## src/rtl/fetch_ctrl.sv

```systemverilog
// ============================================================================
// Module   : fetch_ctrl
// Brief    : Single-outstanding instruction fetch controller with redirect.
// Revision : 1.0 - initial release
// ============================================================================
`default_nettype none

module fetch_ctrl #(
    parameter logic [31:0] RESET_PC = 32'h0000_0000
) (
    input  logic        clk,
    input  logic        rst_n,

    output logic        imem_req_valid,
    output logic [31:0] imem_req_addr,
    input  logic        imem_req_ready,
    input  logic        imem_rsp_valid,
    input  logic [31:0] imem_rsp_data,

    output logic        instr_valid,
    output logic [31:0] instr,
    output logic [31:0] instr_pc,
    input  logic        instr_ready,

    input  logic        redirect_valid,
    input  logic [31:0] redirect_pc
);

    localparam logic [31:0] c_word_mask = 32'hFFFF_FFFC;
    localparam logic [31:0] c_reset_pc  = RESET_PC & c_word_mask;
    localparam logic [31:0] c_nop       = 32'h0000_0013;

    typedef enum logic [1:0] {
        ST_REQ   = 2'd0,
        ST_WAIT  = 2'd1,
        ST_HOLD  = 2'd2,
        ST_DRAIN = 2'd3
    } state_t;

    state_t      r_state;
    logic [31:0] r_pc;
    logic        r_req_valid;
    logic        r_instr_valid;
    logic [31:0] r_instr;
    logic [31:0] r_instr_pc;

    logic        w_req_fire;
    logic [31:0] w_redirect_pc;
    logic [31:0] w_pc_next_seq;

    assign w_req_fire    = r_req_valid & imem_req_ready;
    assign w_redirect_pc = redirect_pc & c_word_mask;
    assign w_pc_next_seq = r_pc + 32'd4;

    // Outputs are registered; the request strobe stays low for the first
    // cycle after reset so the address is presented one edge after release.
    always_ff @(posedge clk or negedge rst_n) begin
        if (!rst_n) begin
            r_state       <= ST_REQ;
            r_pc          <= c_reset_pc;
            r_req_valid   <= 1'b0;
            r_instr_valid <= 1'b0;
            r_instr       <= c_nop;
            r_instr_pc    <= 32'h0000_0000;
        end else begin
            case (r_state)
                ST_REQ: begin
                    r_req_valid <= 1'b1;
                    if (w_req_fire) begin
                        r_req_valid <= 1'b0;
                        if (redirect_valid) begin
                            // The accepted request targets the old pc.
                            r_pc    <= w_redirect_pc;
                            r_state <= ST_DRAIN;
                        end else begin
                            r_state <= ST_WAIT;
                        end
                    end else if (redirect_valid) begin
                        r_pc <= w_redirect_pc;
                    end
                end

                ST_WAIT: begin
                    if (imem_rsp_valid) begin
                        if (redirect_valid) begin
                            r_pc        <= w_redirect_pc;
                            r_req_valid <= 1'b1;
                            r_state     <= ST_REQ;
                        end else begin
                            r_instr       <= imem_rsp_data;
                            r_instr_pc    <= r_pc;
                            r_instr_valid <= 1'b1;
                            r_state       <= ST_HOLD;
                        end
                    end else if (redirect_valid) begin
                        r_pc    <= w_redirect_pc;
                        r_state <= ST_DRAIN;
                    end
                end

                ST_HOLD: begin
                    // Redirect takes priority over consumption.
                    if (redirect_valid) begin
                        r_pc          <= w_redirect_pc;
                        r_instr_valid <= 1'b0;
                        r_req_valid   <= 1'b1;
                        r_state       <= ST_REQ;
                    end else if (instr_ready) begin
                        r_pc          <= w_pc_next_seq;
                        r_instr_valid <= 1'b0;
                        r_req_valid   <= 1'b1;
                        r_state       <= ST_REQ;
                    end
                end

                ST_DRAIN: begin
                    if (redirect_valid) begin
                        r_pc <= w_redirect_pc;
                    end
                    if (imem_rsp_valid) begin
                        r_req_valid <= 1'b1;
                        r_state     <= ST_REQ;
                    end
                end

                default: begin
                    r_req_valid   <= 1'b0;
                    r_instr_valid <= 1'b0;
                    r_state       <= ST_REQ;
                end
            endcase
        end
    end

    assign imem_req_valid = r_req_valid;
    assign imem_req_addr  = r_pc;
    assign instr_valid    = r_instr_valid;
    assign instr          = r_instr;
    assign instr_pc       = r_instr_pc;

endmodule

`default_nettype wire
```

## config.mk

```make
export PLATFORM = sky130hd
export DESIGN_NAME = fetch_ctrl
export DESIGN_NICKNAME = d
export VERILOG_FILES = /design/src/rtl/fetch_ctrl.sv
export SDC_FILE = /design/constraint.sdc
export NUM_CORES = 1
export LEC_CHECK = 0
export ABC_AREA = 1
export CAP_MARGIN = 30
export CORE_MARGIN = 10
export CORE_UTILIZATION = 40
export CTS_CLUSTER_SIZE = 24
export DETAILED_ROUTE_END_ITERATION = 10
export HOLD_SLACK_MARGIN = 0.06
export PLACE_DENSITY = 0.72
export SLEW_MARGIN = 20
export SYNTH_ARGS = -nofsm -noshare
export SYNTH_HDL_FRONTEND = slang
export SYNTH_SLANG_ARGS = --single-unit
```

## constraint.sdc

```tcl
create_clock -name clk -period 1.5 [get_ports clk]
set_input_delay 0.3 -clock clk [delete_from_list [all_inputs] [get_ports clk]]
set_output_delay 0.3 -clock clk [all_outputs]
set_load 0.005 [all_outputs]
```

---- Word level (Yosys, flattened, before mapping) ----
Index checks and enable logic that the tools add are counted.
word-level totals
  word-level logic and storage cells ...... 53
  register bits after elaboration ......... 100
  output and inout bits ................... 98
cells by class
  add/sub/neg operators ................... 1
  reductions and logical operators ........ 8
  eq/ne operators ......................... 11
  mux-type cells .......................... 25
  bitwise logic cells ..................... 2
operator list
  operator                                        number
  2-to-1 mux 32 bit                               3
  one-hot mux 32 bit (2 select lines)             1
  adder 32 x 3 -> 32 bit (second input constant)  1
  2-to-1 mux 2 bit                                8
  AND reduction 4 bit                             3
  2-to-1 mux 1 bit                                10
  != test 2 bit (second input constant)           5
  one-hot mux 2 bit (4 select lines)              1
  != test 3 bit (second input constant)           2
  == test 2 bit (second input constant)           2
  one-hot mux 1 bit (4 select lines)              1
  AND reduction 3 bit                             1
  OR reduction 3 bit                              1
  == test 2 x 1 -> 1 bit (second input constant)  1
  logical NOT 2 bit                               1
  != test 2 x 1 -> 1 bit (second input constant)  1
  one-hot mux 1 bit (2 select lines)              1
  AND reduction 2 bit                             1
  nonzero test 2 bit                              1
  AND 1 bit                                       1
  NOT 1 bit                                       1

---- Longest topological paths before layout ----
  depth after elaboration ................. 4
  mapped depth ............................ 10
  mapped depth without buffers ............ 10

---- Least setup slack after synthesis ----
No wires, ideal clock.
  kind .................................... reg2reg
  start ................................... register r_pc[3], in the netlist imem_req_addr[3]
  end ..................................... register r_pc[28], in the netlist imem_req_addr[28]
  setup time .............................. 0.116 ns
  stages on the path, launching flop included .. 11
  data arrival time ....................... 1.296 ns
  required time ........................... 1.384 ns
  setup slack ............................. 0.087 ns
  cell sequence ........................... dfrtp_1 > ha_1 > nand2_1 > nor2_4 > nand2_2 > nor2_2 > nand2_1 > nand2_1 > nand3_1 > nand2_1 > nand2_1
on the way
  longest elaborated chain between the ends .. 4
RTL lines
  item                                 line  text
  start: declaration                   41    logic [31:0] r_pc;
  start signal: assignment             60    r_pc <= c_reset_pc;
  start signal: assignment             73    r_pc <= w_redirect_pc;
  start signal: assignment             79    r_pc <= w_redirect_pc;
  adder 32 x 3 -> 32 bit               53    assign w_pc_next_seq = r_pc + 32'd4;
  2-to-1 mux 32 bit                    108   end else if (instr_ready) begin
  2-to-1 mux 32 bit                    103   if (redirect_valid) begin
  one-hot mux 32 bit (2 select lines)  66    case (r_state)
No other way between the ends. The select of a mux whose other input is x is not followed.
A chain may end at the register's enable or synchronous reset.

---- Final worst setup path ----
  start ................................... register r_pc[3], in the netlist imem_req_addr[3]
  end ..................................... register r_pc[18], in the netlist imem_req_addr[18]
Same word-level chain as after synthesis.

==> results <==
- The flow ran to the end, but the final reports show violations.
- The final reports fail on negative setup slack.
- The worst clock skew on the final layout is 0.00360 ns.
- The max-slew violation count is 0.
- Derived from the worst setup path, the maximum achievable clock frequency is 658 MHz.
- The floorplan has 40 rows.
- The flip-flop cell with the highest count after synthesis is sky130_fd_sc_hd__dfrtp_1.
- The average instance in the mapped netlist occupies 8.40 um^2.
- In this run, CTS created clock tree buffers numbering 9.
- Counting both buffers and inverters, the worst setup path holds a total of 0.
- The time the final worst path needs with I/O delays and setup is 1.52 ns.
- The global-route track usage on met2 is 32.5%.
- The number of cells on the worst reg-to-reg path is 8.
- The total number of vias is 4836.
- Setup violations remaining at the end of the flow were counted as 2.
- The clock net in this run drives a total of 96 sinks.
- Yosys attributes the largest share of cell area to sky130_fd_sc_hd__dfrtp_1 (48%), sky130_fd_sc_hd__nand2_1 (12%), sky130_fd_sc_hd__mux2_2 (7.6%), sky130_fd_sc_hd__nor2_1 (6.3%), sky130_fd_sc_hd__o21ai_0 (4.9%).
- In this run the standard cell core region covers 0.0120 mm^2.
- The met3 routing resource usage after global routing is 4.02%.
- The placed wire-length estimate is 12400 um.
- Traced cell by cell, the critical path runs through ha_2, nand2_2, nor2_4, nand3_4, nor2_4, nand2_2, o21bai_1, nor2_1.
- The width of the die is 130 um.
- The post-synthesis cell type with the largest combined area is sky130_fd_sc_hd__dfrtp_1.
- STA classifies the critical path endpoint as a register.
- The netlist area before placement is 0.00486 mm^2.
- From synthesis to final layout, the design area changed by 58.7%.
- The depth of the CTS H-tree is 3.
- The commonest cells after synthesis are sky130_fd_sc_hd__nand2_1 (150), sky130_fd_sc_hd__dfrtp_1 (93), sky130_fd_sc_hd__nor2_1 (82).
- The number of violations reported at the end of detailed-routing iteration 0 is 310.
- After synthesis, the share of flip-flops with an asynchronous set or reset is 100%.
- The aggregate global-route resource usage is 19.0%.
- Cells fill 64.5% of the core in the end.
- The final routed wirelength across all metal layers is 16800 um.
- Summing the sequential cell areas from Yosys gives 49.5% of the chip area.
- In the final routed layout, each cell accounts on average for 17.3 um.
- For this design the ratio of total power to cell area is 1510 mW/mm^2.
- The final hold violation count is 0.
- The reported max-cap violation count is 0.
- Before CTS, the worst setup slack after placement is -0.269 ns.
- The number of distinct library cells after synthesis is 35.
- Once the floorplan was initialized, standard cells occupied 40.6% of the core.
- Setup repair after global routing could not meet its margin everywhere.
- 168 I/O pins were placed.
- At the end of routability-driven placement, the weighted congestion stood at 0.883.
- The critical path crosses 8 cells after its start point.
- For the worst-skew pair, the clock arrives at the later sink with an insertion delay of 0.34 ns.
- Counting flops and latches in the post-synthesis netlist gives 96.
- Of the post-synthesis cell area, the dominant cell type holds 47.9%.
- The die area is 0.0170 mm^2.
- The number of antenna diodes in the final layout is 0.
- The launching element type of the critical path is a register.
- The minimum hold slack is 0.483 ns.
- The layout filler cell count is 1031.
- In the synthesized netlist, the number of instances is 579.
- Counting flops with a built-in enable in the synthesized netlist gives 0.
- The first global-routing pass estimated 25700 um of wire.
- For the pin with the worst max-slew slack, the measured transition is 0.523 ns.
- The minimum setup slack in the final design is -0.0199 ns.
- Clock tree synthesis selected as its root buffer the cell sky130_fd_sc_hd__clkbuf_16.
- Global routing consumed, on the met1 layer, 23.4% of the routing resources.
- The clock transition time at the flip-flop clock pins of the worst setup and hold paths is 0.07 ns.
- Summed over all cells, the static leakage comes to 3.68 nW.
- Measured against its own limit, the worst slew margin works out to 65.2%.
- Before antenna repair, the detailed router went through 5 iterations.
- The number of antenna violations at the first check in global routing is 0.
- The number of synthesis warnings is 0.
- Measured along the y axis, the die boundary spans 130 um.
- The slowest stage of the critical path belongs to the cell sky130_fd_sc_hd__dfrtp_1.
- The layout cell share with drive strength beyond 1 is 28.1%.
- Data arrives at the worst endpoint at 1.75 ns.
- The kind of critical path is register to register.
- The number of antenna-violating nets in the routed design is 0.
- The min-delay analysis places its worst path in the category register to register.
- The via count of the first global-routing pass is 5015.
- The number of nets at the end of the flow is 888.
- The count of buffers added on input and output ports is 161.
- TritonCTS built the clock tree.
- The most used standard cell by instance count after synthesis is sky130_fd_sc_hd__nand2_1.
- For this run, design rule violations remaining after detail routing come to 0.
- The total overflow left after global routing is 0.
- The largest net degree at the start of global routing is 97.
- The largest incremental delay on the critical path is 0.37 ns.
- The share of the clock period used by the worst path is 101%.
- The highest net fanout along the worst path is 4.
- The number of cells on the worst hold path is 2.
- In this design, the largest share of critical-path delay is due to simple AND/OR/NAND/NOR gates.
- The deepest clock path buffer count is 2.
- Using the TritonRoute via totals, the vias-per-cell ratio works out to 4.99.
- For the worst setup path, the data required time is 1.73 ns.
- The most used routing layer is met2.
- VDD sags by at most 773 uV.
[final cells by class]
type,count,area [um^2],share of cell area [%]
Clock buffer,10,229,2.97
Clock inverter,6,92.6,1.20
Sequential cell,96,2410,31.3
Timing Repair Buffer,247,2250,29.2
Multi-Input combinational cell,416,2360,30.6
Tap cell,147,184,2.38
Inverter,47,181,2.35
[per-stage QoR]
| stage | TNS, ns | cell area [um^2] | power [W] | std cells |
|---|---|---|---|---|
| 2_1_floorplan | 0 | 4870 | 0.00617 | 582 |
| 3_3_place_gp | -12.71 | 6950 | 0.00918 | 918 |
| 3_5_place_dp | -15.96 | 6950 | 0.00935 | 918 |
| 4_1_cts | -0.00722 | 7400 | 0.0114 | 961 |
| 5_1_grt | -0.919 | 7720 | 0.0124 | 969 |
| 6_report | -0.0305 | 7720 | 0.0116 | 969 |
[sequential cells by signal, summed over array words and instances, names as in the netlist]
signal,count
instr_valid,1
r_state,2
instr,32
imem_req_addr,30
instr_pc,30
imem_req_valid,1
[worst paths after layout]
path / from / to / slack (ns)
setup / recovery: imem_req_addr[3] / imem_req_addr[18] / -0.02
hold / removal: instr_pc[4] / instr_pc[4] / 0.48
setup reg to reg: imem_req_addr[3] / imem_req_addr[18] / -0.02
hold reg to reg: instr_pc[4] / instr_pc[4] / 0.48
max in group asynchronous: rst_n / r_state[0] / 0.53
min in group asynchronous: rst_n / instr_pc[4] / 0.56
[power breakdown]
group          switching (W)  internal [W]
sequential          0.000531       0.00365
combinational        0.00235       0.00258
clock                0.00103       0.00147
total                0.00391       0.00771
[cells in the final DEF, fill, tap and decap left out, drive strengths merged, types with 9 or more instances in the layout]
cell type,synthesis,layout
inv,46,48
o21ai,52,52
mux2,36,36
dfrtp,93,93
nor2,94,94
clkbuf,2,13
buf,21,84
nand3,36,36
dlygate4sd2,0,89
clkdlybuf4s50,0,66
nor3,9,9
nand2,155,155
[logic make-up after synthesis]
kind of cell               after synthesis  synth area share [%]
buffers and inverters                   70                  6.74
DFF                                     96                  49.5
adders and majority gates                1                 0.257
muxes                                   36                  8.34
and+or+nand+nor                        301                  26.9
xor gates and xnor gates                 1                 0.180
AOI/OAI and AO/OA                       73                  8.03
other                                    1                0.0771
[what timing repair did]
item                                    in CTS  in global routing
cloned                                       0                  2
hold buffers                                 1                  0
endpoints found under the hold margin       93                  0
resized for setup                          107                 81
pin swaps                                    2                 16
setup buffers                               26                  7
endpoints found under the setup margin      96                 45
[layer usage]
metal	routed length, um	vias up	part of all wire, %
met5	0	-	0
met4	294	0	1.8
met3	1290	23	7.7
met2	8320	180	50
met1	6880	2285	41
li1	-	2348	-
[worst register-to-register path: stages (launching register included)]
cell and delay [ns]:
sky130_fd_sc_hd__dfrtp_1 0.37, sky130_fd_sc_hd__ha_2 0.21, sky130_fd_sc_hd__nand2_2 0.08, sky130_fd_sc_hd__nor2_4 0.17, sky130_fd_sc_hd__nand3_4 0.14, sky130_fd_sc_hd__nor2_4 0.16, sky130_fd_sc_hd__nand2_2 0.08, sky130_fd_sc_hd__o21bai_1 0.14
sky130_fd_sc_hd__nor2_1 0.05
Power figures use the tool's default switching activity.
